--- src/rtl/pwm_pkg.sv ---
// Shared types, constants and helpers for the PWM ramp sequencer.
package pwm_pkg;

    localparam int unsigned DW       = 16;
    localparam int unsigned RES_BASE = 12;
    localparam int unsigned RES_MAX  = 4;

    typedef enum logic [1:0] {
        StOff    = 2'd0,
        StRampUp = 2'd1,
        StHold   = 2'd2,
        StRampDn = 2'd3
    } pwm_state_e;

    typedef struct packed {
        logic [DW-1:0] target;
        logic [DW-1:0] step;
        logic [3:0]    prd;
        logic [2:0]    res;
        logic          pol;
    } pwm_cfg_t;

    function automatic logic [2:0] res_sanitize(input logic [2:0] res);
        return (32'(res) > RES_MAX) ? 3'd0 : res;
    endfunction

    // Largest duty code representable at the given resolution code.
    function automatic logic [DW-1:0] res_lim(input logic [2:0] res);
        logic [DW:0] one_hot;
        logic [DW:0] lim_x;
        one_hot = {{DW{1'b0}}, 1'b1} << (RES_BASE + 32'(res_sanitize(res)));
        lim_x   = one_hot - {{DW{1'b0}}, 1'b1};
        return lim_x[DW-1:0];
    endfunction

endpackage

--- src/rtl/pwm_step_calc.sv ---
// Combinational next-duty: one saturating step of cur toward tgt, bounded by [0, lim].
module pwm_step_calc
    import pwm_pkg::*;
(
    input  logic [DW-1:0] cur_i,
    input  logic [DW-1:0] tgt_i,
    input  logic [DW-1:0] step_i,
    input  logic [DW-1:0] lim_i,
    output logic [DW-1:0] next_o,
    output logic          reached_o
);

    logic [DW:0] cur_x, tgt_x, step_x, lim_x, diff, acc;

    assign cur_x  = {1'b0, cur_i};
    assign tgt_x  = {1'b0, tgt_i};
    assign step_x = {1'b0, step_i};
    assign lim_x  = {1'b0, lim_i};

    always_comb begin
        next_o    = cur_i;
        reached_o = 1'b0;
        diff      = '0;
        acc       = '0;
        if (tgt_x >= cur_x) begin
            diff = tgt_x - cur_x;
            acc  = cur_x + step_x;
            if (step_i == '0 || diff <= step_x) begin
                next_o    = tgt_i;
                reached_o = 1'b1;
            end else if (acc > lim_x) begin
                next_o = lim_i;
            end else begin
                next_o = acc[DW-1:0];
            end
        end else begin
            diff = cur_x - tgt_x;
            acc  = cur_x - step_x;
            if (step_i == '0 || diff <= step_x) begin
                next_o    = tgt_i;
                reached_o = 1'b1;
            end else if (acc[DW]) begin
                next_o = '0;
            end else begin
                next_o = acc[DW-1:0];
            end
        end
    end

endmodule

--- src/rtl/pwm_ramp_seq.sv ---
// PWM ramp sequencer: shadows config, applies it on period boundaries and ramps duty
// toward the clamped target (or toward 0 when disabled).
module pwm_ramp_seq
    import pwm_pkg::*;
(
    input  logic          core_clk,
    input  logic          core_rst_n,
    input  logic          enable,
    input  logic          cfg_valid,
    input  logic [DW-1:0] cfg_target,
    input  logic [DW-1:0] cfg_step,
    input  logic [3:0]    cfg_prd,
    input  logic [2:0]    cfg_res,
    input  logic          cfg_pol,
    input  logic          period_end,
    output logic [DW-1:0] data,
    output logic [3:0]    PWM_PRD,
    output logic [2:0]    PWM_RES,
    output logic          PWM_POL,
    output logic          busy,
    output logic          done
);

    pwm_state_e    state_q, state_d;
    pwm_cfg_t      pend_q, pend_d;
    pwm_cfg_t      act_q, act_d;
    pwm_cfg_t      cfg_in;
    logic          pend_flag_q, pend_flag_d;
    logic [DW-1:0] data_q, data_d;
    logic          busy_q, busy_d;
    logic          done_q, done_d;

    logic [DW-1:0] lim, tgt, base, calc_tgt, calc_next;
    logic          calc_reached;

    always_comb begin
        cfg_in        = '0;
        cfg_in.target = cfg_target;
        cfg_in.step   = cfg_step;
        cfg_in.prd    = cfg_prd;
        cfg_in.res    = res_sanitize(cfg_res);
        cfg_in.pol    = cfg_pol;
    end

    // Shadow/apply: a cfg arriving on period_end bypasses the pending set entirely.
    always_comb begin
        pend_d      = pend_q;
        pend_flag_d = pend_flag_q;
        act_d       = act_q;
        if (period_end) begin
            pend_flag_d = 1'b0;
            if (cfg_valid) begin
                act_d = cfg_in;
            end else if (pend_flag_q) begin
                act_d = pend_q;
            end
        end else if (cfg_valid) begin
            pend_d      = cfg_in;
            pend_flag_d = 1'b1;
        end
    end

    // Step math uses the configuration that is active after this edge.
    always_comb begin
        lim      = res_lim(act_d.res);
        tgt      = (act_d.target > lim) ? lim : act_d.target;
        base     = (data_q > lim) ? lim : data_q;
        calc_tgt = enable ? tgt : '0;
    end

    pwm_step_calc u_step_calc (
        .cur_i     (base),
        .tgt_i     (calc_tgt),
        .step_i    (act_d.step),
        .lim_i     (lim),
        .next_o    (calc_next),
        .reached_o (calc_reached)
    );

    always_comb begin
        state_d = state_q;
        data_d  = data_q;
        done_d  = 1'b0;
        if (state_q == StOff && !enable) begin
            data_d = '0;
        end else if (period_end) begin
            data_d = calc_next;
            if (enable) begin
                state_d = calc_reached ? StHold : StRampUp;
                done_d  = calc_reached && (state_q != StHold || calc_next != data_q);
            end else begin
                state_d = calc_reached ? StOff : StRampDn;
                done_d  = calc_reached;
            end
        end else if (!enable) begin
            state_d = StRampDn;
        end
        busy_d = (state_d == StRampUp) || (state_d == StRampDn);
    end

    always_ff @(posedge core_clk or negedge core_rst_n) begin
        if (!core_rst_n) begin
            state_q     <= StOff;
            pend_q      <= '0;
            pend_flag_q <= 1'b0;
            act_q       <= '0;
            data_q      <= '0;
            busy_q      <= 1'b0;
            done_q      <= 1'b0;
        end else begin
            state_q     <= state_d;
            pend_q      <= pend_d;
            pend_flag_q <= pend_flag_d;
            act_q       <= act_d;
            data_q      <= data_d;
            busy_q      <= busy_d;
            done_q      <= done_d;
        end
    end

    assign data    = data_q;
    assign PWM_PRD = act_q.prd;
    assign PWM_RES = act_q.res;
    assign PWM_POL = act_q.pol;
    assign busy    = busy_q;
    assign done    = done_q;

endmodule
--- config.mk ---
export PLATFORM = sky130hd
export DESIGN_NAME = pwm_ramp_seq
export DESIGN_NICKNAME = d
export VERILOG_FILES = /design/src/rtl/pwm_pkg.sv /design/src/rtl/pwm_step_calc.sv /design/src/rtl/pwm_ramp_seq.sv
export SDC_FILE = /design/constraint.sdc
export NUM_CORES = 1
export LEC_CHECK = 0
export CORE_UTILIZATION = 56
export DETAILED_ROUTE_END_ITERATION = 10
export GPL_ROUTABILITY_DRIVEN = 0
export GPL_TIMING_DRIVEN = 0
export PLACE_DENSITY = 0.77
export SYNTH_ARGS = -nofsm -noshare
export SYNTH_HDL_FRONTEND = slang
export SYNTH_SLANG_ARGS = --single-unit
export TNS_END_PERCENT = 5
--- constraint.sdc ---
create_clock -name core_clk -period 19.7 [get_ports core_clk]
set_input_delay 5.91 -clock core_clk [delete_from_list [all_inputs] [get_ports core_clk]]
set_output_delay 5.91 -clock core_clk [all_outputs]
set_load 0.05 [all_outputs]
==> results of run 1 <==
[placed cells by master, fill, tap and decap left out, types with 5 or more instances in the layout]
| cell | instances |
|---|---|
| dfrtp_1 | 100 |
| o21ai_1 | 8 |
| a22o_1 | 13 |
| nand3_1 | 20 |
| o21a_1 | 11 |
| mux2_2 | 43 |
| clkbuf_1 | 37 |
| buf_4 | 14 |
| o21bai_1 | 9 |
| a211oi_1 | 11 |
| o22ai_1 | 81 |
| xnor2_1 | 40 |
| a21boi_0 | 5 |
| o21ai_0 | 58 |
| nand4_1 | 21 |
| xor2_1 | 20 |
| nor2_1 | 73 |
| clkbuf_16 | 9 |
| nor2b_1 | 14 |
| nor4_1 | 8 |
| a211o_1 | 5 |
| clkdlybuf4s50_1 | 69 |
| or2_2 | 11 |
| nand2_1 | 65 |
| a31oi_1 | 11 |
| buf_2 | 17 |
| ha_1 | 129 |
| o211ai_1 | 13 |
| nand2b_1 | 16 |
| conb_1 | 20 |
| a21oi_1 | 127 |
| nor3_1 | 13 |
| inv_1 | 77 |
| o221ai_1 | 5 |
| a21o_1 | 16 |
[cells by family (layout without fill, tap and decap cells)]
logic type | Yosys count | in the layout
DFF | 100 | 100
muxes | 46 | 46
other | 2 | 20
buffers and inverters | 149 | 236
and+or+nand+nor | 268 | 268
AOI/OAI and AO/OA | 420 | 420
adders and majority gates | 133 | 133
xor gates and xnor gates | 60 | 60
[flip-flops by register name, summed over array words and instances, names as in the netlist, named ones only]
signal / count
state_q: 1
done: 1
pend_q: 40
PWM_POL: 1
PWM_RES: 3
PWM_PRD: 4
data: 16
pend_flag_q: 1
act_q: 32
[worst max-delay path, delay by kind of cell]
family                     cells  cell delay (ps)
adders and majority gates      3              940
xor gates and xnor gates       2              620
buffers and inverters          7             2120
and+or+nand+nor                8             2240
AOI/OAI and AO/OA             22             5360
[cell type report]
class | instances | area [µm²]
multi-input cells | 947 | 6860
fillers | 1519 | 5950
flip-flops and latches | 100 | 2500
repair buffers | 71 | 726
plain buffers | 71 | 344
inverters | 78 | 293
well taps | 225 | 282
clock buffers | 10 | 229
clock inverters | 6 | 111
[worst max-delay path by stage]
stage	slack, ps	cells after the start	endpoint
after floorplan	5800	43	done$_DFF_PN0_
after global placement	3060	42	done$_DFF_PN0_
after detailed placement	2780	42	done$_DFF_PN0_
after CTS	3110	42	done$_DFF_PN0_
after global routing	2020	42	done$_DFF_PN0_
final	2670	42	done$_DFF_PN0_
[routing by layer]
| metal | part of all wire (%) | GRT usage, % | vias to the layer above |
|---|---|---|---|
| li1 | - | - | 4523 |
| met1 | 41 | 43.9 | 4555 |
| met2 | 46 | 54.6 | 498 |
| met3 | 9.8 | 7.97 | 86 |
| met4 | 4.0 | 15.7 | 0 |
| met5 | 0 | 0 | - |
[cell usage after synthesis (all sizes together) (16+ instances only)]
cell type	count
a21oi	129
inv	78
nor2	73
nand3	20
buf	35
xnor2	40
nand4	21
clkbuf	36
a21o	16
nand2b	16
ha	129
o21ai	66
o22ai	83
dfrtp	100
nand2	65
mux2	44
xor2	20
[per-stage QoR]
step,instances,hold slack (ps)
after floorplan,1196,482
after global placement,1491,489
after detailed placement,1492,496
after CTS,1508,511
after global routing,1508,523
final,1508,510
==> results.sh, run 1 <==
export IMPL_core_um2=17300
export IMPL_cts_tree="done"
export IMPL_wire_per_inst_um=20.3
export IMPL_postSynthAreaPerCell_um2=8.43
export IMPL_drt_wl_total_um=30600
export IMPL_cp_required_ps=19910
export IMPL_grt_overflow=0
export IMPL_relSlewSlack_pct=36.9
export IMPL_synthSimpleGateAreaFrac_pct=13.4
export IMPL_max_clock_path_buffers=2
export IMPL_critical_path_max_stage_delay_ps=630
export IMPL_num_rows=48
export IMPL_antenna_found_initial=0
export IMPL_hold_start="pend_q[38]$_DFFE_PN0P_"
export IMPL_ios=71
export IMPL_fin_nets=1456
export IMPL_fmaxAchievable_mhz=58.7
export IMPL_crit_fanout=10
export IMPL_clk_latency_ps=350
export IMPL_cts_resized=0
export IMPL_path_clk_slew_ps=70
export IMPL_drive_above_1_share_pct=9.28
export IMPL_hold_end="pend_q[38]$_DFFE_PN0P_"
export IMPL_synth_async_reset_ratio_pct=100
export IMPL_synthDistinctLibCells=81
export IMPL_crit_path_end_kind="register"
export IMPL_seq_area_frac_synth_pct=25.2
export IMPL_drv_slew=0
export IMPL_post_route_util_pct=65.6
export IMPL_routed_via_count=9662
export IMPL_n_antenna_cell=0
export IMPL_r2r_end="done$_DFF_PN0_"
export IMPL_hp_class="register to register"
export IMPL_start_util_pct=57.4
export IMPL_crit_arrival_ps=17240
export IMPL_cts_sinks=100
export IMPL_dp_slack_ps=2780
export IMPL_critPathLaunch="period_end"
export IMPL_synthCells=1178
export IMPL_netlist_area_um2=9930
export IMPL_synth_top_flop_cell="dfrtp_1"
export IMPL_period_minus_slack_ps=17030
export IMPL_dr_pass1_iters=5
export IMPL_synth_mux_area_share_pct=5.23
export IMPL_worst_pin_slew_ps=937
export IMPL_timing_rr_start="pend_flag_q$_DFFE_PN0P_"
export IMPL_critPathKind="input port to register"
export IMPL_die_area_um2=18300
export IMPL_drc=0
export IMPL_synth_area_leaders="dfrtp_1 25%, ha_1 16%, a21oi_1 6.4%"
export IMPL_cts_htree_levels=3
export IMPL_cap_violations=0
export IMPL_ant_nets=0
export IMPL_ys_ff_latch=100
export IMPL_fin_tns_setup_ps=0
export IMPL_grtUsageTotal_pct=34.2
export IMPL_period_share_pct=86.4
export IMPL_status="complete, no violations"
export IMPL_cts_root_buf="clkbuf_16"
export IMPL_die_x_um=135
export IMPL_synthAdderAreaFrac_pct=17.1
export IMPL_setup_ws_ps=2670
export IMPL_holdPathStages=1
export IMPL_drt_vias_per_instance=6.41
export IMPL_synth_top_family_by_area="compound AO/OA/AOI/OAI gates"
export IMPL_finalHoldViolCount=0
export IMPL_ys_warn_count=0
export IMPL_synth_edf_count=0
export IMPL_place_area_um2=11000
export IMPL_die_h_um=135
export IMPL_cp_start_kind="input port"
export IMPL_rsz0062_at_grt="no"
export IMPL_skew_ps=6.75
export IMPL_worstRegToRegCells=41
export IMPL_hpwlAfterDp_um=24300
export IMPL_first_global_vias=9161
export IMPL_cts_buffers=9
export IMPL_cpMaxStageDelayCell="nor4_1"
export IMPL_r2r_setup_slack_ps=8610
export IMPL_syn2layout_area_growth_pct=14.2
export IMPL_yosysTopAreaCell="dfrtp_1"
export IMPL_synth_compound_area_share_pct=27.3
export IMPL_ctsHoldBuffers=0
export IMPL_first_iter_violations=1094
export IMPL_grt_first_pass_wirelength_um=48300
export IMPL_post_cts_setup_buffers=0
export IMPL_stdcell_area_um2=11300
export IMPL_io_buffers=70
export IMPL_setup_viol=0
export IMPL_synth_top_area_share_pct=25.2
export IMPL_yosys_area_share_xor_xnor_pct=5.29
export IMPL_grt_max_degree=73
Power of run 1 is not shown: default switching activity piles up to over one toggle a cycle in this logic, so the estimate is an artifact.
==> inputs of run 2 (changes only) <==
==> constraint.sdc (replaced) <==
create_clock -name core_clk -period 18.75 [get_ports core_clk]
set_input_delay 5.625 -clock core_clk [delete_from_list [all_inputs] [get_ports core_clk]]
set_output_delay 5.625 -clock core_clk [all_outputs]
set_load 0.05 [all_outputs]
==> results of run 2 <==
Same layout as run 1 (identical final DEF). Status: complete, no violations.
Main changes from that run: setup slack after placement 2780 ps -> 2120 ps; setup slack after layout 2670 ps -> 2010 ps; register-to-register setup slack 8610 ps -> 7660 ps
Power of run 2 is left out for the same reason.
==> inputs of run 3 (changes only) <==
==> constraint.sdc (replaced) <==
create_clock -name core_clk -period 19.35 [get_ports core_clk]
set_input_delay 5.805 -clock core_clk [delete_from_list [all_inputs] [get_ports core_clk]]
set_output_delay 5.805 -clock core_clk [all_outputs]
set_load 0.05 [all_outputs]
==> results of run 3 <==
Same layout as run 1 (identical final DEF). Status: complete, no violations.
Main changes from that run: setup slack after placement 2780 ps -> 2540 ps; setup slack after layout 2670 ps -> 2430 ps; register-to-register setup slack 8610 ps -> 8260 ps
Power of run 3 is left out for the same reason.
